[src/rtl/riscv_pkg.sv]
// Shared types and constants for the RISC-V execute/fetch-address slice.
package riscv_pkg;

    localparam int XLEN    = 64;
    localparam int PC_STEP = 4;

    typedef enum logic [1:0] {
        ALU_ADD = 2'b00,
        ALU_SUB = 2'b01,
        ALU_AND = 2'b10,
        ALU_OR  = 2'b11
    } alu_op_t;

endpackage

[src/rtl/pc_alu_datapath_if.sv]
// Control/operand bundle between the processor top and the PC/ALU slice.
// There is no handshake: every output is a same-cycle combinational view of the inputs and pc.
interface pc_alu_datapath_if
    import riscv_pkg::*;
#(
    parameter int WIDTH = XLEN
);

    logic                branch;
    logic                alu_src;
    alu_op_t             alu_op;
    logic [WIDTH-1:0]    rs1_data;
    logic [WIDTH-1:0]    rs2_data;
    logic [WIDTH-1:0]    imm;

    logic [WIDTH-1:0]    pc;
    logic [WIDTH-1:0]    pc_plus4;
    logic [WIDTH-1:0]    branch_target;
    logic [WIDTH-1:0]    alu_result;
    logic                zero;
    logic                take_branch;

    modport master (
        output branch, alu_src, alu_op, rs1_data, rs2_data, imm,
        input  pc, pc_plus4, branch_target, alu_result, zero, take_branch
    );

    modport slave (
        input  branch, alu_src, alu_op, rs1_data, rs2_data, imm,
        output pc, pc_plus4, branch_target, alu_result, zero, take_branch
    );

endinterface

[src/rtl/pc_alu_datapath_alu_core.sv]
// Combinational ALU (ADD/SUB/AND/OR, wrap-around) with a zero flag.
module alu_core
    import riscv_pkg::*;
#(
    parameter int WIDTH = XLEN
) (
    input  logic [WIDTH-1:0] a_i,
    input  logic [WIDTH-1:0] b_i,
    input  alu_op_t          op_i,
    output logic [WIDTH-1:0] result_o,
    output logic             zero_o
);

    always_comb begin
        result_o = '0;
        case (op_i)
            ALU_ADD: result_o = a_i + b_i;
            ALU_SUB: result_o = a_i - b_i;
            ALU_AND: result_o = a_i & b_i;
            ALU_OR:  result_o = a_i | b_i;
            default: result_o = '0;
        endcase
    end

    // Zero is reported for every op, not only SUB.
    assign zero_o = (result_o == '0);

endmodule

[src/rtl/pc_alu_datapath.sv]
// PC register, PC+step and branch-target adders, ALU and next-PC select.
module pc_alu_datapath
    import riscv_pkg::*;
#(
    parameter int               WIDTH    = XLEN,
    parameter int               PC_STEP  = riscv_pkg::PC_STEP,
    parameter logic [WIDTH-1:0] RESET_PC = '0
) (
    input  logic               clk,
    input  logic               pc_reset,
    pc_alu_datapath_if.slave   dp
);

    logic [WIDTH-1:0] pc_q;
    logic [WIDTH-1:0] pc_d;
    logic [WIDTH-1:0] pc_plus_step;
    logic [WIDTH-1:0] imm_shl;
    logic [WIDTH-1:0] target;
    logic [WIDTH-1:0] operand_b;
    logic [WIDTH-1:0] alu_result;
    logic             zero;
    logic             take_branch;

    assign pc_plus_step = pc_q + WIDTH'(PC_STEP);

    // Offset is counted in halfwords: the imm MSB falls off and the base is pc, not pc+step.
    assign imm_shl = {dp.imm[WIDTH-2:0], 1'b0};
    assign target  = pc_q + imm_shl;

    assign operand_b = dp.alu_src ? dp.imm : dp.rs2_data;

    alu_core #(
        .WIDTH (WIDTH)
    ) u_alu_core (
        .a_i      (dp.rs1_data),
        .b_i      (operand_b),
        .op_i     (dp.alu_op),
        .result_o (alu_result),
        .zero_o   (zero)
    );

    assign take_branch = zero & dp.branch;
    assign pc_d        = take_branch ? target : pc_plus_step;

    // Reset wins over a taken branch in the same cycle.
    always_ff @(posedge clk) begin
        if (pc_reset) begin
            pc_q <= RESET_PC;
        end else begin
            pc_q <= pc_d;
        end
    end

    assign dp.pc            = pc_q;
    assign dp.pc_plus4      = pc_plus_step;
    assign dp.branch_target = target;
    assign dp.alu_result    = alu_result;
    assign dp.zero          = zero;
    assign dp.take_branch   = take_branch;

endmodule

[src/flat_wrapper.sv]
// flat-port wrapper written by rule: the top's interface ports become plain ports
module pc_alu_datapath_flat import riscv_pkg::*;
#(
    parameter int               WIDTH    = XLEN,
    parameter int               PC_STEP  = riscv_pkg::PC_STEP,
    parameter logic [WIDTH-1:0] RESET_PC = '0
)
  (clk, pc_reset, dp_branch, dp_alu_src, dp_alu_op, dp_rs1_data, dp_rs2_data, dp_imm, dp_pc, dp_pc_plus4, dp_branch_target, dp_alu_result, dp_zero, dp_take_branch);
  pc_alu_datapath_if #(.WIDTH(WIDTH)) dp_i ();
  input  logic clk;
  input  logic pc_reset;
  input wire logic [$bits(dp_i.branch)-1:0] dp_branch;
  input wire logic [$bits(dp_i.alu_src)-1:0] dp_alu_src;
  input wire logic [$bits(dp_i.alu_op)-1:0] dp_alu_op;
  input wire logic [$bits(dp_i.rs1_data)-1:0] dp_rs1_data;
  input wire logic [$bits(dp_i.rs2_data)-1:0] dp_rs2_data;
  input wire logic [$bits(dp_i.imm)-1:0] dp_imm;
  output wire logic [$bits(dp_i.pc)-1:0] dp_pc;
  output wire logic [$bits(dp_i.pc_plus4)-1:0] dp_pc_plus4;
  output wire logic [$bits(dp_i.branch_target)-1:0] dp_branch_target;
  output wire logic [$bits(dp_i.alu_result)-1:0] dp_alu_result;
  output wire logic [$bits(dp_i.zero)-1:0] dp_zero;
  output wire logic [$bits(dp_i.take_branch)-1:0] dp_take_branch;
  assign dp_i.branch = dp_branch;
  assign dp_i.alu_src = dp_alu_src;
  assign dp_i.alu_op = dp_alu_op;
  assign dp_i.rs1_data = dp_rs1_data;
  assign dp_i.rs2_data = dp_rs2_data;
  assign dp_i.imm = dp_imm;
  assign dp_pc = dp_i.pc;
  assign dp_pc_plus4 = dp_i.pc_plus4;
  assign dp_branch_target = dp_i.branch_target;
  assign dp_alu_result = dp_i.alu_result;
  assign dp_zero = dp_i.zero;
  assign dp_take_branch = dp_i.take_branch;
  pc_alu_datapath #(.WIDTH(WIDTH), .PC_STEP(PC_STEP), .RESET_PC(RESET_PC)) u_core (.clk(clk), .pc_reset(pc_reset), .dp(dp_i));
endmodule
[config.mk]
export PLATFORM = sky130hd
export DESIGN_NAME = pc_alu_datapath_flat
export DESIGN_NICKNAME = d
export VERILOG_FILES = /design/src/rtl/riscv_pkg.sv /design/src/rtl/pc_alu_datapath_if.sv /design/src/rtl/pc_alu_datapath_alu_core.sv /design/src/rtl/pc_alu_datapath.sv /design/src/flat_wrapper.sv
export SDC_FILE = /design/constraint.sdc
export NUM_CORES = 1
export LEC_CHECK = 0
export BUFFER_PORTS_ARGS = -buffer_cell sky130_fd_sc_hd__buf_2
export CELL_PAD_IN_SITES_DETAIL_PLACEMENT = 0
export CELL_PAD_IN_SITES_GLOBAL_PLACEMENT = 1
export CORE_MARGIN = 2
export CORE_UTILIZATION = 32
export CTS_CLUSTER_SIZE = 40
export DETAILED_ROUTE_END_ITERATION = 10
export PLACE_DENSITY_LB_ADDON = 0.05
export SYNTH_ARGS = -nofsm -noshare
export SYNTH_HDL_FRONTEND = slang
export SYNTH_SLANG_ARGS = --single-unit
[constraint.sdc]
create_clock -name clk -period 11.35 [get_ports clk]
set_clock_uncertainty 0.15 [all_clocks]
set_input_delay 1.135 -clock clk [delete_from_list [all_inputs] [get_ports clk]]
set_output_delay 1.135 -clock clk [all_outputs]
set_load 0.02 [all_outputs]
==> impl_metrics.env, run 1 <==
export IMPL_remaining_drc_errors=0
export IMPL_synth_seq_cells=63
export IMPL_numPortBuffers=452
export IMPL_setup_worst_path_start_class="input pin"
export IMPL_relSlewSlack=0.276
export IMPL_dieArea_um2=51200
export IMPL_timing_fmax_ghz=0.0960
export IMPL_ios=456
export IMPL_synth_distinct_cells=91
export IMPL_fin_total_pwr_mw=1.54
export IMPL_cp_common_cell="nor2_1"
export IMPL_async_flop_share=0
export IMPL_coreArea_um2=48800
export IMPL_rr_startpoint="u_core.dp.pc[2]"
export IMPL_fill_cells=5451
export IMPL_nets=3007
export IMPL_routed_via_density=5.80
export IMPL_p_int_mw=0.723
export IMPL_clockBufferDepth=2
export IMPL_critical_path_class="input pin to output port"
export IMPL_cts_root_buf="clkbuf_16"
export IMPL_cts_hold_fix_buffers=0
export IMPL_cp_end_kind="output port"
export IMPL_min_from="u_core.dp.pc[1]"
export IMPL_worstMarginPinSlew_ns=1.08
export IMPL_cts_sinks=63
export IMPL_top_layer="met5"
export IMPL_vias=19500
export IMPL_fin_crit_ns=10.41
export IMPL_cts_resized=0
export IMPL_numCtsBuffers=9
export IMPL_die_x_um=226
export IMPL_crit_start="dp_alu_src"
export IMPL_dp_hpwl_mm=68.1
export IMPL_synth_cells=2344
export IMPL_drtAntennaViolNets=0
export IMPL_synthToLayoutAreaGrowth_pct=18.1
export IMPL_layout_drive_gt1_share=0.212
export IMPL_synth_edf_count=0
export IMPL_insertion_delay_ns=0.36
export IMPL_grt_pass1_wl_mm=119
export IMPL_worstPathMaxFanout=19
export IMPL_htreeDepth=3
export IMPL_rsz0062_at_grt="false"
export IMPL_hold_viol_final=0
export IMPL_wl_met2_mm=38.6
export IMPL_wl_met1_mm=34.3
export IMPL_status="finished clean"
export IMPL_clk_pin_slew_ns=0.05
export IMPL_gp_congestion=0.923
export IMPL_rows=81
export IMPL_slew_violations=0
export IMPL_fin_setup_tns_ns=0
export IMPL_synth_area_um2=15800
export IMPL_setup_violations=0
export IMPL_antenna_found_initial=18
export IMPL_power_frac_clock=0.175
export IMPL_synthFlopType="dfxtp_1"
export IMPL_routed_wl_met3_mm=5.14
export IMPL_wl_mm=81.7
export IMPL_critPathMaxStageDelay_ns=0.88
export IMPL_ys_seq_area_frac=0.0798
export IMPL_worstPathArrival_ns=9.13
export IMPL_leakagePower_nw=8.22
export IMPL_power_frac_comb=0.679
export IMPL_synth_avg_cell_area_um2=6.75
export IMPL_grt_pass1_vias=18800
export IMPL_power_density_nw_per_um2=82.3
export IMPL_finalCritPeriodShare=0.917
export IMPL_die_h_um=226
export IMPL_p_sw_mw=0.814
export IMPL_tritoncts="yes"
export IMPL_cp_slowest_cell="nor4_1"
export IMPL_yosys_warnings=0
export IMPL_seqPwrFrac=0.146
export IMPL_largest_reg_flops=63
export IMPL_grt_use_total=0.308
export IMPL_grt_overflow=0
export IMPL_start_util=0.324
export IMPL_dr_pass1_iters=6
export IMPL_max_cap_violations=0
export IMPL_post_drt_wl_per_cell_um=24.3
export IMPL_required_ns=10.07
export IMPL_cts_setup_buffers=0
export IMPL_ir_drop_uv=49.6
export IMPL_drt_iter0_drc=1450
export IMPL_netSwitchingFraction=0.529
export IMPL_min_path_type="flip-flop to flip-flop"
export IMPL_grt_max_degree=73
[per-stage QoR]
stage | util | setup WS [ns] | cell area [µm²] | hold slack [ns] | std cells
6_report | 0.382 | 0.937 | 18700 | 0.378 | 3355
5_1_grt | 0.382 | 0.325 | 18700 | 0.430 | 3350
4_1_cts | 0.382 | 1.03 | 18700 | 0.379 | 3346
3_5_place_dp | 0.376 | 1.07 | 18400 | 0.371 | 3331
3_3_place_gp | 0.376 | 1.32 | 18400 | 0.339 | 3331
2_1_floorplan | - | 1.51 | 15800 | 0.428 | 2346
[cells in the final DEF (no fill, tap or decap), drive strengths merged, types with 9 or more instances in the layout]
| cell type | count |
|---|---|
| buf | 468 |
| a21oi | 252 |
| nand2 | 222 |
| o21ai | 217 |
| nor2 | 200 |
| xnor2 | 137 |
| ha | 129 |
| nand3 | 103 |
| xor2 | 84 |
| nor3 | 75 |
| a21o | 71 |
| dfxtp | 63 |
| inv | 61 |
| nand4 | 59 |
| mux2 | 42 |
| maj3 | 36 |
| mux2i | 35 |
| a211oi | 29 |
| a31oi | 27 |
| nor4 | 27 |
| o21a | 26 |
| o31ai | 25 |
| nor2b | 23 |
| o211ai | 22 |
| o21bai | 20 |
| or2 | 17 |
| nand2b | 15 |
| nor3b | 15 |
| and3 | 14 |
| or3 | 13 |
| clkbuf | 12 |
| a2111oi | 11 |
| diode | 9 |
| a21boi | 9 |
| and2 | 9 |
[cells in the mapped netlist, types with 23 or more instances]
cell type  instances  share of area
ha_1             129           0.10
clkbuf_1         110          0.026
a31oi_1           27          0.011
xnor2_1          137          0.076
a211oi_1          28          0.013
xor2_1            84          0.047
nand3_1          103          0.033
a21oi_1          250          0.079
mux2i_1           34          0.022
o21a_1            26          0.012
nor2_1           200          0.047
o31ai_1           25          0.012
nand4_1           59          0.023
dfxtp_1           63          0.080
a21o_1            71          0.034
mux2_2            40          0.028
o21ai_0          201          0.064
nor2b_1           23         0.0091
nor3_1            71          0.022
nor4_1            25         0.0099
inv_1             61          0.014
maj3_1            36          0.023
nand2_1          221          0.052
[area by class of cell]
class | instances | area [µm²] | area share
multi-input cells | 2075 | 13700 | 0.732
repair buffers | 468 | 2390 | 0.128
flip-flops and latches | 63 | 1260 | 0.0675
well taps | 664 | 831 | 0.0445
clock buffers | 12 | 246 | 0.0132
inverters | 61 | 229 | 0.0123
diodes | 9 | 22.5 | 0.00121
clock inverters | 3 | 20.0 | 0.00107
[critical path, delay by kind of cell]
family | cells | cell delay, ns
simple gates | 15 | 5.21
compound gates | 5 | 1.23
fa+ha+maj | 2 | 0.60
buf+inv | 2 | 0.45
mux | 1 | 0.35
xor+xnor | 1 | 0.14
[layer usage]
metal  vias to the layer above  global-route usage
li1                       9345                   -
met1                      9193               0.379
met2                       763               0.525
met3                       148              0.0534
met4                        16               0.132
met5                         -                   0
[cell families (layout without fill, tap and decap cells)]
| group | Yosys count | in the layout | share of synthesized area |
|---|---|---|---|
| and+or+nand+nor | 820 | 820 | 0.254 |
| AOI/OAI and AO/OA | 787 | 787 | 0.307 |
| xor gates and xnor gates | 221 | 221 | 0.122 |
| buffers and inverters | 208 | 544 | 0.0567 |
| adders and majority gates | 167 | 167 | 0.127 |
| muxes | 77 | 77 | 0.0525 |
| DFF | 63 | 63 | 0.0798 |
| other | 1 | 12 | 0.000237 |
[power by group through the flow]
stage | clock network (mW) | registers [mW] | logic [mW]
floorplan | 0 | 0.229 | 0.675
global placement | 0 | 0.229 | 1.03
detailed placement | 0 | 0.229 | 1.03
CTS | 0.276 | 0.224 | 1.03
global route | 0.285 | 0.224 | 1.13
finish | 0.269 | 0.224 | 1.04
[final timing paths]
kind                                    endpoint  slack (ns)  cells past startpoint
worst max-delay path              dp_take_branch        0.94                     26
worst min-delay path             u_core.dp.pc[1]        0.38                      2
worst max register to register  u_core.dp.pc[63]        6.24                     15
worst min register to register   u_core.dp.pc[1]        0.38                      2
No activity file was read; power rests on OpenSTA's default activity.
==> run 2: changes to the inputs <==
--- a/config.mk
+++ b/config.mk
@@ -8,7 +8,7 @@
 export BUFFER_PORTS_ARGS = -buffer_cell sky130_fd_sc_hd__buf_2
 export CELL_PAD_IN_SITES_DETAIL_PLACEMENT = 0
 export CELL_PAD_IN_SITES_GLOBAL_PLACEMENT = 1
-export CORE_MARGIN = 2
+export CORE_MARGIN = 8
 export CORE_UTILIZATION = 32
 export CTS_CLUSTER_SIZE = 40
 export DETAILED_ROUTE_END_ITERATION = 10
==> constraint.sdc (replaced) <==
create_clock -name clk -period 8.4 [get_ports clk]
set_clock_uncertainty 0.15 [all_clocks]
set_input_delay 0.84 -clock clk [delete_from_list [all_inputs] [get_ports clk]]
set_output_delay 0.84 -clock clk [all_outputs]
set_load 0.02 [all_outputs]
==> impl_metrics.env, run 2 (synthesized netlist as in run 1, its figures left out) <==
export IMPL_status="finished clean"
export IMPL_worstPathBufferInverterCount=6
export IMPL_cp_cell_sequence="buf_6 -> buf_12 -> buf_12 -> buf_4 -> mux2_2 -> or3_1 -> o21ai_0 -> buf_4 -> xor2_1 -> ha_1 -> nand2_1 -> o21ai_0 -> a21oi_1 -> nand2_1 -> a21oi_1 -> o41a_1 -> o21ai_0 -> xor2_1 -> a2111oi_0 -> nand4_1 -> or2_4 -> nor2_4 -> buf_2"
export IMPL_final_cell_mix="buf_2, a21oi_1, nand2_1, nor2_1, o21ai_0"
export IMPL_seqPwrFrac=0.134
export IMPL_die_x_um=238
export IMPL_wl_mm=87.2
export IMPL_path_depth=23
export IMPL_routed_via_density=5.82
export IMPL_cts_sinks=63
export IMPL_regToRegSetupSlack_ns=2.98
export IMPL_numCtsBuffers=9
export IMPL_setup_ws_ns=0.199
export IMPL_setup_worst_path_start_class="input pin"
export IMPL_remaining_drc_errors=0
export IMPL_ir_drop_uv=70.7
export IMPL_fin_crit_ns=8.20
export IMPL_worstMarginPinSlew_ns=0.876
export IMPL_post_drt_wl_per_cell_um=25.2
export IMPL_nets=3111
export IMPL_largest_reg_flops=63
export IMPL_grt_overflow=0
export IMPL_hold_ws_ns=0.446
export IMPL_tritoncts="yes"
export IMPL_drtAntennaViolNets=0
export IMPL_rows=81
export IMPL_required_ns=7.41
export IMPL_crit_family="compound AO/OA/AOI/OAI gates"
export IMPL_power_density_nw_per_um2=115
export IMPL_critPathMaxStageDelay_ns=0.67
export IMPL_max_cap_violations=0
export IMPL_final_core_util=0.404
export IMPL_clk_pin_slew_ns=0.06
export IMPL_hold_viol_final=0
export IMPL_clockBufferDepth=2
export IMPL_grt_max_degree=70
export IMPL_ios=456
export IMPL_worstPathMaxFanout=25
export IMPL_netSwitchingFraction=0.513
export IMPL_crit_start="dp_alu_src"
export IMPL_p_int_mw=1.10
export IMPL_rr_endpoint="u_core.dp.pc[63]"
export IMPL_final_cells=3459
export IMPL_grt_pass1_vias=19600
export IMPL_numPortBuffers=452
export IMPL_fin_total_pwr_mw=2.27
export IMPL_cts_root_buf="clkbuf_16"
export IMPL_dpl_cell_count=3431
export IMPL_crit_end="dp_take_branch"
export IMPL_coreArea_um2=48800
export IMPL_cp_end_kind="output port"
export IMPL_grt_pass1_wl_mm=128
export IMPL_die_h_um=238
export IMPL_critical_path_class="input pin to output port"
export IMPL_leakagePower_nw=8.79
export IMPL_layout_drive_gt1_share=0.254
export IMPL_vias=20100
export IMPL_htreeDepth=3
export IMPL_rr_startpoint="u_core.dp.pc[2]"
export IMPL_setup_violations=0
export IMPL_power_frac_clock=0.180
export IMPL_mostFrequentLayoutCell="buf_2"
export IMPL_synthToLayoutAreaGrowth_pct=24.8
export IMPL_min_path_type="flip-flop to flip-flop"
export IMPL_grt_use_total=0.292
export IMPL_insertion_delay_ns=0.37
export IMPL_cp_slowest_cell="o21ai_0"
export IMPL_p_sw_mw=1.16
export IMPL_worstPathArrival_ns=7.21
export IMPL_dr_pass1_iters=5
export IMPL_dp_hpwl_mm=73.9
export IMPL_start_util=0.324
export IMPL_post_place_ws_ns=-0.365
export IMPL_gp_congestion=0.978
export IMPL_timing_fmax_ghz=0.122
export IMPL_relSlewSlack=0.410
export IMPL_drt_iter0_drc=1810
export IMPL_finalCritPeriodShare=0.976
export IMPL_ff2ff_path_depth=15
export IMPL_antenna_found_initial=13
export IMPL_cp_common_cell="o21ai_0"
export IMPL_slew_violations=0
export IMPL_dieArea_um2=56800
export IMPL_power_frac_comb=0.686
[run 2: cell count changes in the layout (fill, tap and decap cells not counted), moves of 4 or more]
| cell | delta |
|---|---|
| buf_12 | +4 |
| o21ai_1 | +9 |
| buf_4 | +99 |
| nor4_1 | -4 |
| o21ai_0 | -10 |
| a2111oi_0 | -4 |
[run 2: area by class of cell]
cell class,count,area (µm²)
Antenna cell,8,20.0
Clock buffer,11,253
Clock inverter,5,56.3
Fill cell,5414,29100
Inverter,61,229
Multi-Input combinational cell,2075,13900
Sequential cell,63,1260
Tap cell,664,831
Timing Repair Buffer,572,3220
[run 2: worst min path at each step]
stage | end | cells past startpoint | startpoint | slack, ns
2_1_floorplan | u_core.dp.pc[1] | 2 | u_core.dp.pc[1] | 0.43
3_3_place_gp | u_core.dp.pc[1] | 2 | u_core.dp.pc[1] | 0.41
3_5_place_dp | u_core.dp.pc[1] | 2 | u_core.dp.pc[1] | 0.42
4_1_cts | u_core.dp.pc[1] | 2 | u_core.dp.pc[1] | 0.43
5_1_grt | u_core.dp.pc[1] | 2 | u_core.dp.pc[1] | 0.47
6_report | u_core.dp.pc[1] | 2 | u_core.dp.pc[1] | 0.45
[run 2: stage by stage]
step                      cell area, µm²  setup TNS [ns]
after floorplan                    15900               0
after global placement             19200           -9.54
after detailed placement           19200           -5.51
after CTS                          19600               0
after global routing               19700         -0.0634
final                              19700               0
[run 2: per-layer routing]
layer	GRT usage	part of all wire
met5	0	0.00088
met4	0.104	0.035
met3	0.0476	0.065
met2	0.507	0.48
met1	0.361	0.42
[run 2: worst register-to-register path: stages, from the launching register on]
cell and delay, ns:
dfxtp_1 0.53, inv_1 0.25, fa_1 0.51, nor2b_1 0.27, o2111ai_1 0.18, a21oi_1 0.27
o21ai_0 0.24, a41oi_1 0.65, a31oi_1 0.31, a211oi_1 0.48, o21ai_0 0.26, o21ai_0 0.38
a221o_1 0.23, a21oi_1 0.08, xnor2_1 0.21, o311a_1 0.32
[run 2: power groups by stage]
stage | combinational [mW] | clock (mW) | sequential (mW)
finish | 1.56 | 0.409 | 0.303
global route | 1.67 | 0.430 | 0.303
CTS | 1.53 | 0.420 | 0.303
detailed placement | 1.52 | 0 | 0.310
global placement | 1.52 | 0 | 0.310
floorplan | 0.917 | 0 | 0.309
[run 2: timing repair]
action,CTS,global route
buffers inserted,0,4
resized for setup,5,34
setup endpoints to repair,2,33
hold buffers,0,0
pin swaps,0,11
==> run 3: changes to the inputs <==
--- a/config.mk
+++ b/config.mk
@@ -8,7 +8,6 @@
 export BUFFER_PORTS_ARGS = -buffer_cell sky130_fd_sc_hd__buf_2
 export CELL_PAD_IN_SITES_DETAIL_PLACEMENT = 0
 export CELL_PAD_IN_SITES_GLOBAL_PLACEMENT = 1
-export CORE_MARGIN = 8
 export CORE_UTILIZATION = 32
 export CTS_CLUSTER_SIZE = 40
 export DETAILED_ROUTE_END_ITERATION = 10
==> impl_metrics.env, run 3 (synthesized netlist as in run 1, its figures left out) <==
export IMPL_grt_pass1_vias=19200
export IMPL_rr_startpoint="u_core.dp.pc[2]"
export IMPL_setup_violations=0
export IMPL_multi_input_area_um2=13800
export IMPL_grt_use_total=0.321
export IMPL_slew_violations=0
export IMPL_relSlewSlack=0.386
export IMPL_hold_viol_final=0
export IMPL_fin_total_pwr_mw=2.26
export IMPL_timing_fmax_ghz=0.122
export IMPL_rr_endpoint="u_core.dp.pc[63]"
export IMPL_insertion_delay_ns=0.37
export IMPL_worstPathMaxFanout=21
export IMPL_dp_hpwl_mm=71.0
export IMPL_cts_sinks=63
export IMPL_dr_pass1_iters=5
export IMPL_min_path_type="flip-flop to flip-flop"
export IMPL_clockBufferDepth=2
export IMPL_grt_pass1_wl_mm=122
export IMPL_seq_area_um2=1260
export IMPL_crit_start="dp_alu_src"
export IMPL_cp_end_kind="output port"
export IMPL_clk_pin_slew_ns=0.06
export IMPL_wl_mm=83.9
export IMPL_numPortBuffers=452
export IMPL_routed_via_density=5.78
export IMPL_drtAntennaViolNets=0
export IMPL_finalCritPeriodShare=0.979
export IMPL_post_drt_wl_per_cell_um=24.1
export IMPL_coreArea_um2=48800
export IMPL_layout_drive_gt1_share=0.257
export IMPL_fill_cells=5380
export IMPL_min_from="u_core.dp.pc[1]"
export IMPL_grt_max_degree=63
export IMPL_critical_path_class="input pin to output port"
export IMPL_fin_setup_tns_ns=0
export IMPL_start_util=0.324
export IMPL_ir_drop_uv=66.9
export IMPL_required_ns=7.41
export IMPL_dieArea_um2=50300
export IMPL_vias=20100
export IMPL_drt_iter0_drc=1676
export IMPL_cts_root_buf="clkbuf_16"
export IMPL_nets=3128
export IMPL_leakagePower_nw=8.85
export IMPL_numCtsBuffers=9
export IMPL_rows=81
export IMPL_die_x_um=224
export IMPL_max_cap_violations=0
export IMPL_fin_crit_ns=8.22
export IMPL_worstPathArrival_ns=7.23
export IMPL_htreeDepth=3
export IMPL_placed_area_um2=19300
export IMPL_gp_congestion=0.971
export IMPL_fin_area_um2=19800
export IMPL_remaining_drc_errors=0
export IMPL_antenna_found_initial=14
export IMPL_synthToLayoutAreaGrowth_pct=25.3
export IMPL_crit_end="dp_zero"
export IMPL_grt_overflow=0
export IMPL_ff2ff_path_depth=15
export IMPL_cts_hold_fix_buffers=0
export IMPL_worstMarginPinSlew_ns=0.919
export IMPL_status="finished clean"
export IMPL_regToRegSetupSlack_ns=3.21
export IMPL_setup_worst_path_start_class="input pin"
export IMPL_tritoncts="yes"
export IMPL_largest_reg_flops=63
export IMPL_final_cell_mix="buf_2, a21oi_1, nand2_1, nor2_1, o21ai_0"
export IMPL_ios=456
export IMPL_power_density_nw_per_um2=114
export IMPL_die_h_um=224
export IMPL_hold_ws_ns=0.396
export IMPL_mostFrequentLayoutCell="buf_2"
## run 3: changes by cell type in the layout (fill, tap and decap cells not counted), sizes merged
cell,delta
clkinv,-2
buf,+17
clkbuf,+1
diode,+2
## run 3: area by class of cell
| class | instances | share of cell area |
|---|---|---|
| inverter | 61 | 0.0116 |
| clock buffer | 12 | 0.0129 |
| clock inverter | 3 | 0.00215 |
| antenna | 10 | 0.00126 |
| multi-input combinational | 2075 | 0.698 |
| tap | 664 | 0.0419 |
| timing repair buffer | 589 | 0.168 |
| sequential | 63 | 0.0636 |
## run 3: through the flow
stage	worst slack, ns	cells	util
3_3_place_gp	-0.0286	3445	0.396
4_1_cts	0.0143	3462	0.403
2_1_floorplan	0.00947	2346	-
6_report	0.177	3477	0.406
3_5_place_dp	-0.0775	3445	0.396
5_1_grt	-0.0378	3476	0.406
## run 3: worst min-delay path by stage
stage	slack [ns]	endpoint	cells past startpoint
detailed placement	0.39	u_core.dp.pc[1]	2
finish	0.40	u_core.dp.pc[1]	2
CTS	0.40	u_core.dp.pc[1]	2
global route	0.43	u_core.dp.pc[1]	2
floorplan	0.43	u_core.dp.pc[1]	2
global placement	0.34	u_core.dp.pc[1]	2
## run 3: timing repair
action / in CTS / in global routing
gates resized for setup: 7 / 26
setup endpoints to repair: 2 / 5
setup buffers: 2 / 5
gates cloned: 0 / 0
pin swaps: 2 / 6
## run 3: worst max-delay path: stages
cell	delay, ns
buf_4	0.22
buf_12	0.20
mux2_2	0.37
nor4_2	0.36
buf_4	0.17
and3_1	0.22
nand4_1	0.27
buf_4	0.25
nor4_1	0.35
buf_4	0.20
nand3_1	0.12
o21ai_0	0.24
xor2_1	0.10
ha_1	0.35
buf_4	0.16
nand2_1	0.07
or3_1	0.45
or3_1	0.40
o31ai_1	0.33
xor2_1	0.24
mux2_1	0.39
a21oi_4	0.19
nor4_4	0.08
buf_4	0.15
buf_4	0.14
and2_2	0.17
buf_2	0.17
## run 3: power breakdown
part / leakage, nW / total [mW] / switching (mW) / internal, mW
sequential: 0.508 / 0.303 / 0.00278 / 0.300
clock: 0.145 / 0.404 / 0.160 / 0.244
combinational: 8.20 / 1.56 / 0.989 / 0.569
total: 8.85 / 2.26 / 1.15 / 1.11
## run 3: routing by layer
layer,global-route usage,wire (µm),vias up,share of wire
met5,0,46,-,0.00055
met4,0.153,4000,8,0.048
met3,0.0438,4840,166,0.058
met2,0.542,39500,807,0.47
met1,0.400,35500,9544,0.42
li1,-,-,9573,-
